## src/rtl/regfile_pkg.sv

```systemverilog
// Shared constants and types for the MIPS register file and its read ports.
package regfile_pkg;

  localparam int DATA_W_DEF = 32;
  localparam int ADDR_W_DEF = 5;
  localparam int REG_ZERO   = 0;

  typedef logic [ADDR_W_DEF-1:0] reg_addr_t;
  typedef logic [DATA_W_DEF-1:0] reg_data_t;

endpackage

```

## src/rtl/regfile_rd_port.sv

```systemverilog
// One registered read port: selects current or next-state storage and busy,
// forces the zero register, and holds its outputs while rd_en is low.
module regfile_rd_port
  import regfile_pkg::*;
#(
  parameter int DATA_W   = DATA_W_DEF,
  parameter int ADDR_W   = ADDR_W_DEF,
  parameter int BYPASS   = 1,
  parameter int ZERO_REG = 1,
  localparam int DEPTH   = 2**ADDR_W
) (
  input  logic                         clk,
  input  logic                         rst_n,
  input  logic                         rd_en,
  input  logic [ADDR_W-1:0]            rd_addr,
  input  logic [DEPTH-1:0][DATA_W-1:0] mem_pre,
  input  logic [DEPTH-1:0][DATA_W-1:0] mem_post,
  input  logic [DEPTH-1:0]             busy_pre,
  input  logic [DEPTH-1:0]             busy_post,
  output logic [DATA_W-1:0]            rd_data,
  output logic                         rd_busy
);

  logic [DATA_W-1:0] data_d, data_q;
  logic              busy_d, busy_q;
  logic              is_zero;

  assign is_zero = (ZERO_REG != 0) && (rd_addr == ADDR_W'(REG_ZERO));

  // NOTE: every variable gets its hold value first, so no path leaves it
  // unassigned and no latch is inferred.
  always_comb begin
    data_d = data_q;
    busy_d = busy_q;
    if (rd_en) begin
      if (is_zero) begin
        data_d = '0;
        busy_d = 1'b0;
      end else if (BYPASS != 0) begin
        // Next-state values already include B priority and set-over-clear.
        data_d = mem_post[rd_addr];
        busy_d = busy_post[rd_addr];
      end else begin
        data_d = mem_pre[rd_addr];
        busy_d = busy_pre[rd_addr];
      end
    end
  end

  // NOTE: flops use non-blocking assignments so every register samples the
  // values from before the edge; combinational blocks use blocking.
  always_ff @(posedge clk or negedge rst_n) begin
    if (!rst_n) begin
      data_q <= '0;
      busy_q <= 1'b0;
    end else begin
      data_q <= data_d;
      busy_q <= busy_d;
    end
  end

  assign rd_data = data_q;
  assign rd_busy = busy_q;

endmodule

```

## src/rtl/reg_file_mp.sv

```systemverilog
// Multi-port MIPS register file: two write ports (B wins on collision),
// NUM_RD registered read ports and a per-register busy scoreboard.
module reg_file_mp
  import regfile_pkg::*;
#(
  parameter int DATA_W   = DATA_W_DEF,
  parameter int ADDR_W   = ADDR_W_DEF,
  parameter int NUM_RD   = 2,
  parameter int BYPASS   = 1,
  parameter int ZERO_REG = 1
) (
  input  logic                     clk,
  input  logic                     rst_n,
  input  logic                     rd_en,
  input  logic [NUM_RD*ADDR_W-1:0] rd_addr,
  output logic [NUM_RD*DATA_W-1:0] rd_data,
  output logic [NUM_RD-1:0]        rd_busy,
  input  logic                     wa_en,
  input  logic [ADDR_W-1:0]        wa_addr,
  input  logic [DATA_W-1:0]        wa_data,
  input  logic                     wb_en,
  input  logic [ADDR_W-1:0]        wb_addr,
  input  logic [DATA_W-1:0]        wb_data,
  input  logic                     bsy_set,
  input  logic [ADDR_W-1:0]        bsy_addr
);

  localparam int DEPTH = 2**ADDR_W;

  logic [DEPTH-1:0][DATA_W-1:0] mem_d, mem_q;
  logic [DEPTH-1:0]             busy_d, busy_q;
  logic                         wa_wr, wb_wr, bsy_wr;

  // Accesses to the hardwired zero register are dropped at the source.
  assign wa_wr  = wa_en   && !((ZERO_REG != 0) && (wa_addr  == ADDR_W'(REG_ZERO)));
  assign wb_wr  = wb_en   && !((ZERO_REG != 0) && (wb_addr  == ADDR_W'(REG_ZERO)));
  assign bsy_wr = bsy_set && !((ZERO_REG != 0) && (bsy_addr == ADDR_W'(REG_ZERO)));

  always_comb begin
    mem_d  = mem_q;
    busy_d = busy_q;
    // Port B is applied last so it overwrites port A on an address collision.
    if (wa_wr) begin
      mem_d[wa_addr]  = wa_data;
      busy_d[wa_addr] = 1'b0;
    end
    if (wb_wr) begin
      mem_d[wb_addr]  = wb_data;
      busy_d[wb_addr] = 1'b0;
    end
    // A newly issued producer supersedes a writeback clearing the same entry.
    if (bsy_wr) begin
      busy_d[bsy_addr] = 1'b1;
    end
  end

  // NOTE: the storage array is reset along with the scoreboard, so every
  // register reads 0 after reset rather than power-up garbage.
  always_ff @(posedge clk or negedge rst_n) begin
    if (!rst_n) begin
      mem_q  <= '0;
      busy_q <= '0;
    end else begin
      mem_q  <= mem_d;
      busy_q <= busy_d;
    end
  end

  for (genvar k = 0; k < NUM_RD; k++) begin : g_rd
    regfile_rd_port #(
      .DATA_W   (DATA_W),
      .ADDR_W   (ADDR_W),
      .BYPASS   (BYPASS),
      .ZERO_REG (ZERO_REG)
    ) u_rd_port (
      .clk       (clk),
      .rst_n     (rst_n),
      .rd_en     (rd_en),
      .rd_addr   (rd_addr[k*ADDR_W +: ADDR_W]),
      .mem_pre   (mem_q),
      .mem_post  (mem_d),
      .busy_pre  (busy_q),
      .busy_post (busy_d),
      .rd_data   (rd_data[k*DATA_W +: DATA_W]),
      .rd_busy   (rd_busy[k])
    );
  end

endmodule

```

## config.mk

```make
export PLATFORM = sky130hd
export DESIGN_NAME = reg_file_mp
export DESIGN_NICKNAME = d
export VERILOG_FILES = /design/src/rtl/regfile_pkg.sv /design/src/rtl/regfile_rd_port.sv /design/src/rtl/reg_file_mp.sv
export SDC_FILE = /design/constraint.sdc
export NUM_CORES = 2
export LEC_CHECK = 0
export CAP_MARGIN = 40
export CORE_UTILIZATION = 25
export DETAILED_ROUTE_END_ITERATION = 8
export PLACE_DENSITY_LB_ADDON = 0.1
export SLEW_MARGIN = 5
export SYNTH_ARGS = -nofsm -noshare
export SYNTH_HDL_FRONTEND = slang
export SYNTH_SLANG_ARGS = --single-unit
```

## constraint.sdc

```tcl
create_clock -name clk -period 2.8 [get_ports clk]
set_input_delay 0.28 -clock clk [delete_from_list [all_inputs] [get_ports clk]]
set_output_delay 0.28 -clock clk [all_outputs]
set_load 0.01 [all_outputs]
```

Word level (Yosys, flattened, before mapping):

Cells that the tools add are included.

* bits in read-only memories: 0
* bits in registers: 1122
* word-level logic and storage cells: 93
* bits in latches: 0
* RAM bits: 0
* memories kept: 0
* output and inout bits: 66

* reductions and logical operators: 14
* equality and inequality tests: 0
* div/mod/pow operators: 0
* multipliers: 0
* order comparisons: 8
* shift operators: 0
* multiplexer cells: 29
* bitwise operators: 5
* add/subtract/negate cells: 0

Operator list (count)
* $bwmux W1024: 2
* $mux W1024: 2
* $bmux W32 S5: 2
* $demux W32 S5: 2
* $mux W32: 9
* $and A32 B32 Y32: 2
* $not A32 Y32: 2
* $or A32 B32 Y32: 1
* $lt A5 B6 Y1 const B: 5
* $logic_not A5 Y1: 5
* $demux W1 S5: 3
* $ge A5 B1 Y1 const B: 3
* $bmux W1 S5: 2
* $mux W1: 7
* $logic_and A1 B1 Y1: 6
* $logic_not A1 Y1: 3

Depth between registers and ports, before layout:

* depth after elaboration: 14
* depth in mapped cells: 14
* gate-level depth less buffers: 9

By module:

A second synthesis with hierarchy kept.

* cells, all modules: 7990
* area, all modules: 72165.5 sq um

By module, submodules not included
* reg_file_mp: area each 52816.9 sq um, instances 1, cells an instance 6224
* regfile_rd_port: area each 9674.3 sq um, instances 2, cells an instance 883

Worst setup path after synthesis:

No wires, ideal clock.

* path type: input to register
* start point: in wb_addr[0]
* end point: reg g_rd[0].u_rd_port.data_q[20]
* arrival time: 2.635 ns
* path slack: 0.027 ns
* stages: 10
* data required time: 2.662 ns
* library setup time: 0.138 ns
* path through: or4_1 > buf_2 > or2_0 > buf_6 > a21oi_4 > a21oi_2 > mux4_2 > mux2i_1 > o22ai_1 > or4_1

RTL lines
* from (decl): RTL line reg_file_mp.sv:22 `input logic [ADDR_W-1:0] wb_addr,`
* to (signal assigned): RTL line regfile_rd_port.sv:57 `data_q <= data_d;`
* to (decl): RTL line regfile_rd_port.sv:24 `logic [DATA_W-1:0] data_d, data_q;`

==> metrics.txt <==
status=finished, violations left; failing checks=negative hold slack, negative setup slack; FFs w/ async S/R, synth=1.00; Setup WS post-layout=-0.120 ns; most common cell after layout, fill and taps aside=buf_4; drt first pass iters=8; type of the most critical hold path=input pin to asynchronous set/reset pin; post-layout net count=10,700; Total Neg Setup Slack=-0.441 ns; Final setup viols=9; clk sink count=1,122; die width=522 um; top cell type's share of synthesized area=0.415; # DRC=0; Final Util=0.394; Via density=6.29; clk slew on worst S/H paths=0.06 ns; Total Die Area=273,000 sq um; Post-Syn Instances=8,164; largest net degree at the start of global routing=78; CP Class=input pin to register; Primary FF master, synth=dfrtp_1; Final Instance Count excl. Fillers=14,400; flop2flop setup slack=0.24 ns; initial DRC count=13,900; most frequent CP cell=buf_4; clock power share=0.313; most frequent cells in the layout=buf_4 (2,561), nand2_1 (1,357), dfrtp_1 (1,122); largest area contributor in the netlist=dfrtp_1; Max Cap Viol=0; Max VDD drop=486 uV; I/O Buffers=160; Synth Area per Inst=8.29 sq um; Slew Limit Fails=0; Setup crit end kind=register; Power Dens Cells=663 nW/um^2; crit path max-delay cell type=a211oi_1; TritonCTS clock tree=done; total number of vias=90,200; maximum root-to-sink buffer count=4; antenna violations before repair=93; Int Power=44.4 mW; CP Cell Sequence=dlygate4sd2_1, buf_4, and4b_2, buf_12, nand2_2, buf_4, a211oi_1, a21oi_1, a22oi_1, buf_4, nor2_1, a211oi_1, o41ai_1; row count=190; Clk Latency, worst-skew pair=0.91 ns; gr ovfl total=0; Post-Syn Nets=8,259; buffers and inverters on the worst path=5; starting density of the core=0.252; skew final=0.0434 ns; switching part of the total=0.368; FF-to-FF Start=mem_q[279]; top cells by area, synth=dfrtp_1 (41%), nand2_1 (7.9%), a31oi_1 (6.9%); crit path DAT=3.62 ns; Yosys reg bits=1,122; EDFF count, synth=0; post-synthesis sequential area ratio=0.415; Relative slew margins=0.277; vias in the first global route=84,200; Area Growth Syn to Fin=56.5%; H-Tree Depth=4; HPWL after detailed placement=512 mm; drt wl/cell=46.8 um; Gate power share=0.378; Hold WS=-0.0515 ns; CP max FO=10; Ys Warns=0; GR Util All Layers=0.480; ratio of final minimum period to clock period=1.04; ratio of cells with drive above 1 in the final layout=0.356; Reg2Reg Depth=7; # IOs=161; Netlist cell types=94; Die Y=522 um; Core ar.=269,000 sq um; P_sw=25.8 mW; maximum clock frequency=342 MHz; synthesized cell area=67,700 sq um; Num CTS Buffers=163; first-pass GRT wire length=859 mm; WL final=672 mm; Worst R2R End=g_rd[0].u_rd_port.rd_data[23]; min Tclk post-route=2.92 ns; Seq pwr share=0.309; Slew @ Worst Pin=1.08 ns; crit-path max cell delay=0.84 ns; GP Congestion=1.05; Leakage=47.6 nW; Required @ worst endpoint=3.50 ns; Startpoint Class=input pin; post-route ant nets=0; Hold Vio Cnt, Final=11; CP delay by family, top=compound AO/OA/AOI/OAI gates; clock root buffer=clkbuf_16; placed instance count=13,900
## final cells by class
type | count | area [sq um]
clock inverter | 40 | 484
inverter | 65 | 258
antenna | 57 | 143
sequential | 1122 | 28100
clock buffer | 242 | 4800
fill | 27300 | 163000
timing repair buffer | 3253 | 30700
multi-input combinational | 6019 | 37000
tap | 3552 | 4440
## metal layers
metal | track usage | vias up | routed length (um)
met4 | 0.371 | 32 | 62200
met5 | 0 | - | 222
li1 | - | 35100 | -
met1 | 0.619 | 46000 | 267000
met2 | 0.671 | 7255 | 268000
met3 | 0.136 | 1851 | 74200
## synth_stat cells, drive strengths merged (15+ instances only)
| library cell | count |
|---|---|
| and2 | 24 |
| a2111oi | 23 |
| a2bb2oi | 20 |
| nand3 | 279 |
| a21oi | 301 |
| o2bb2ai | 15 |
| o221ai | 36 |
| o22ai | 161 |
| nor2 | 824 |
| nand4 | 26 |
| o211ai | 31 |
| a31oi | 745 |
| a32o | 45 |
| o21ai | 415 |
| dfrtp | 1122 |
| a22oi | 243 |
| a32oi | 32 |
| buf | 258 |
| mux2 | 24 |
| a221oi | 92 |
| nor3 | 249 |
| nor2b | 27 |
| o31ai | 25 |
| a211oi | 123 |
| or3 | 18 |
| clkbuf | 700 |
| and3 | 108 |
| a21o | 28 |
| nand2 | 1423 |
| o32ai | 29 |
| mux4 | 113 |
| inv | 62 |
| nor4 | 17 |
| mux2i | 243 |
| a22o | 54 |
## cell families after synthesis
logic type	share of synthesized area
muxes	0.0775
buffers and inverters	0.0607
DFF	0.415
and+or+nand+nor	0.196
AOI/OAI and AO/OA	0.251
## state kept, by name (all words and copies together) (netlist names)
name / flops
busy_q: 32
g_rd.u_rd_port.rd_busy: 2
g_rd.u_rd_port.rd_data: 64
mem_q: 1024
## power groups by stage
stage | logic (mW) | clock network [mW] | registers (mW)
finish | 26.5 | 22.0 | 21.7
global route | 27.3 | 22.5 | 22.0
CTS | 25.5 | 22.0 | 21.7
detailed placement | 25.1 | 0 | 21.9
global placement | 25.1 | 0 | 21.9
floorplan | 9.65 | 0 | 21.4
## timing repair
| item | in CTS | in global routing |
|---|---|---|
| setup endpoints to repair | 66 | 59 |
| gates cloned | 0 | 2 |
| gates resized for setup | 128 | 98 |
| hold buffers | 26 | 0 |
| pin swaps | 12 | 23 |
| hold endpoints to repair | 324 | 0 |
| setup buffers | 17 | 19 |
## worst max-delay path by stage
stage | startpoint | to | slack (ns) | cells past startpoint
4_1_cts | wa_addr[0] | g_rd[0].u_rd_port.rd_data[16] | -0.04 | 15
3_3_place_gp | wb_addr[0] | g_rd[0].u_rd_port.rd_data[16] | -2.83 | 13
2_1_floorplan | wb_addr[0] | g_rd[0].u_rd_port.rd_data[20] | 0.03 | 10
3_5_place_dp | wb_addr[0] | g_rd[0].u_rd_port.rd_data[16] | -1.78 | 13
5_1_grt | wb_addr[4] | g_rd[1].u_rd_port.rd_data[7] | -0.006 | 16
6_report | wa_addr[4] | g_rd[1].u_rd_port.rd_data[20] | -0.12 | 13
## per-stage QoR
stage,instance area (sq um),power (mW),worst slack [ns]
floorplan,67700,31.1,0.0266
global route,106000,71.8,-0.00608
finish,106000,70.2,-0.120
detailed placement,98800,47.0,-1.78
CTS,105000,69.2,-0.0357
global placement,98700,47.0,-2.83
Power figures use the tool's default switching activity.
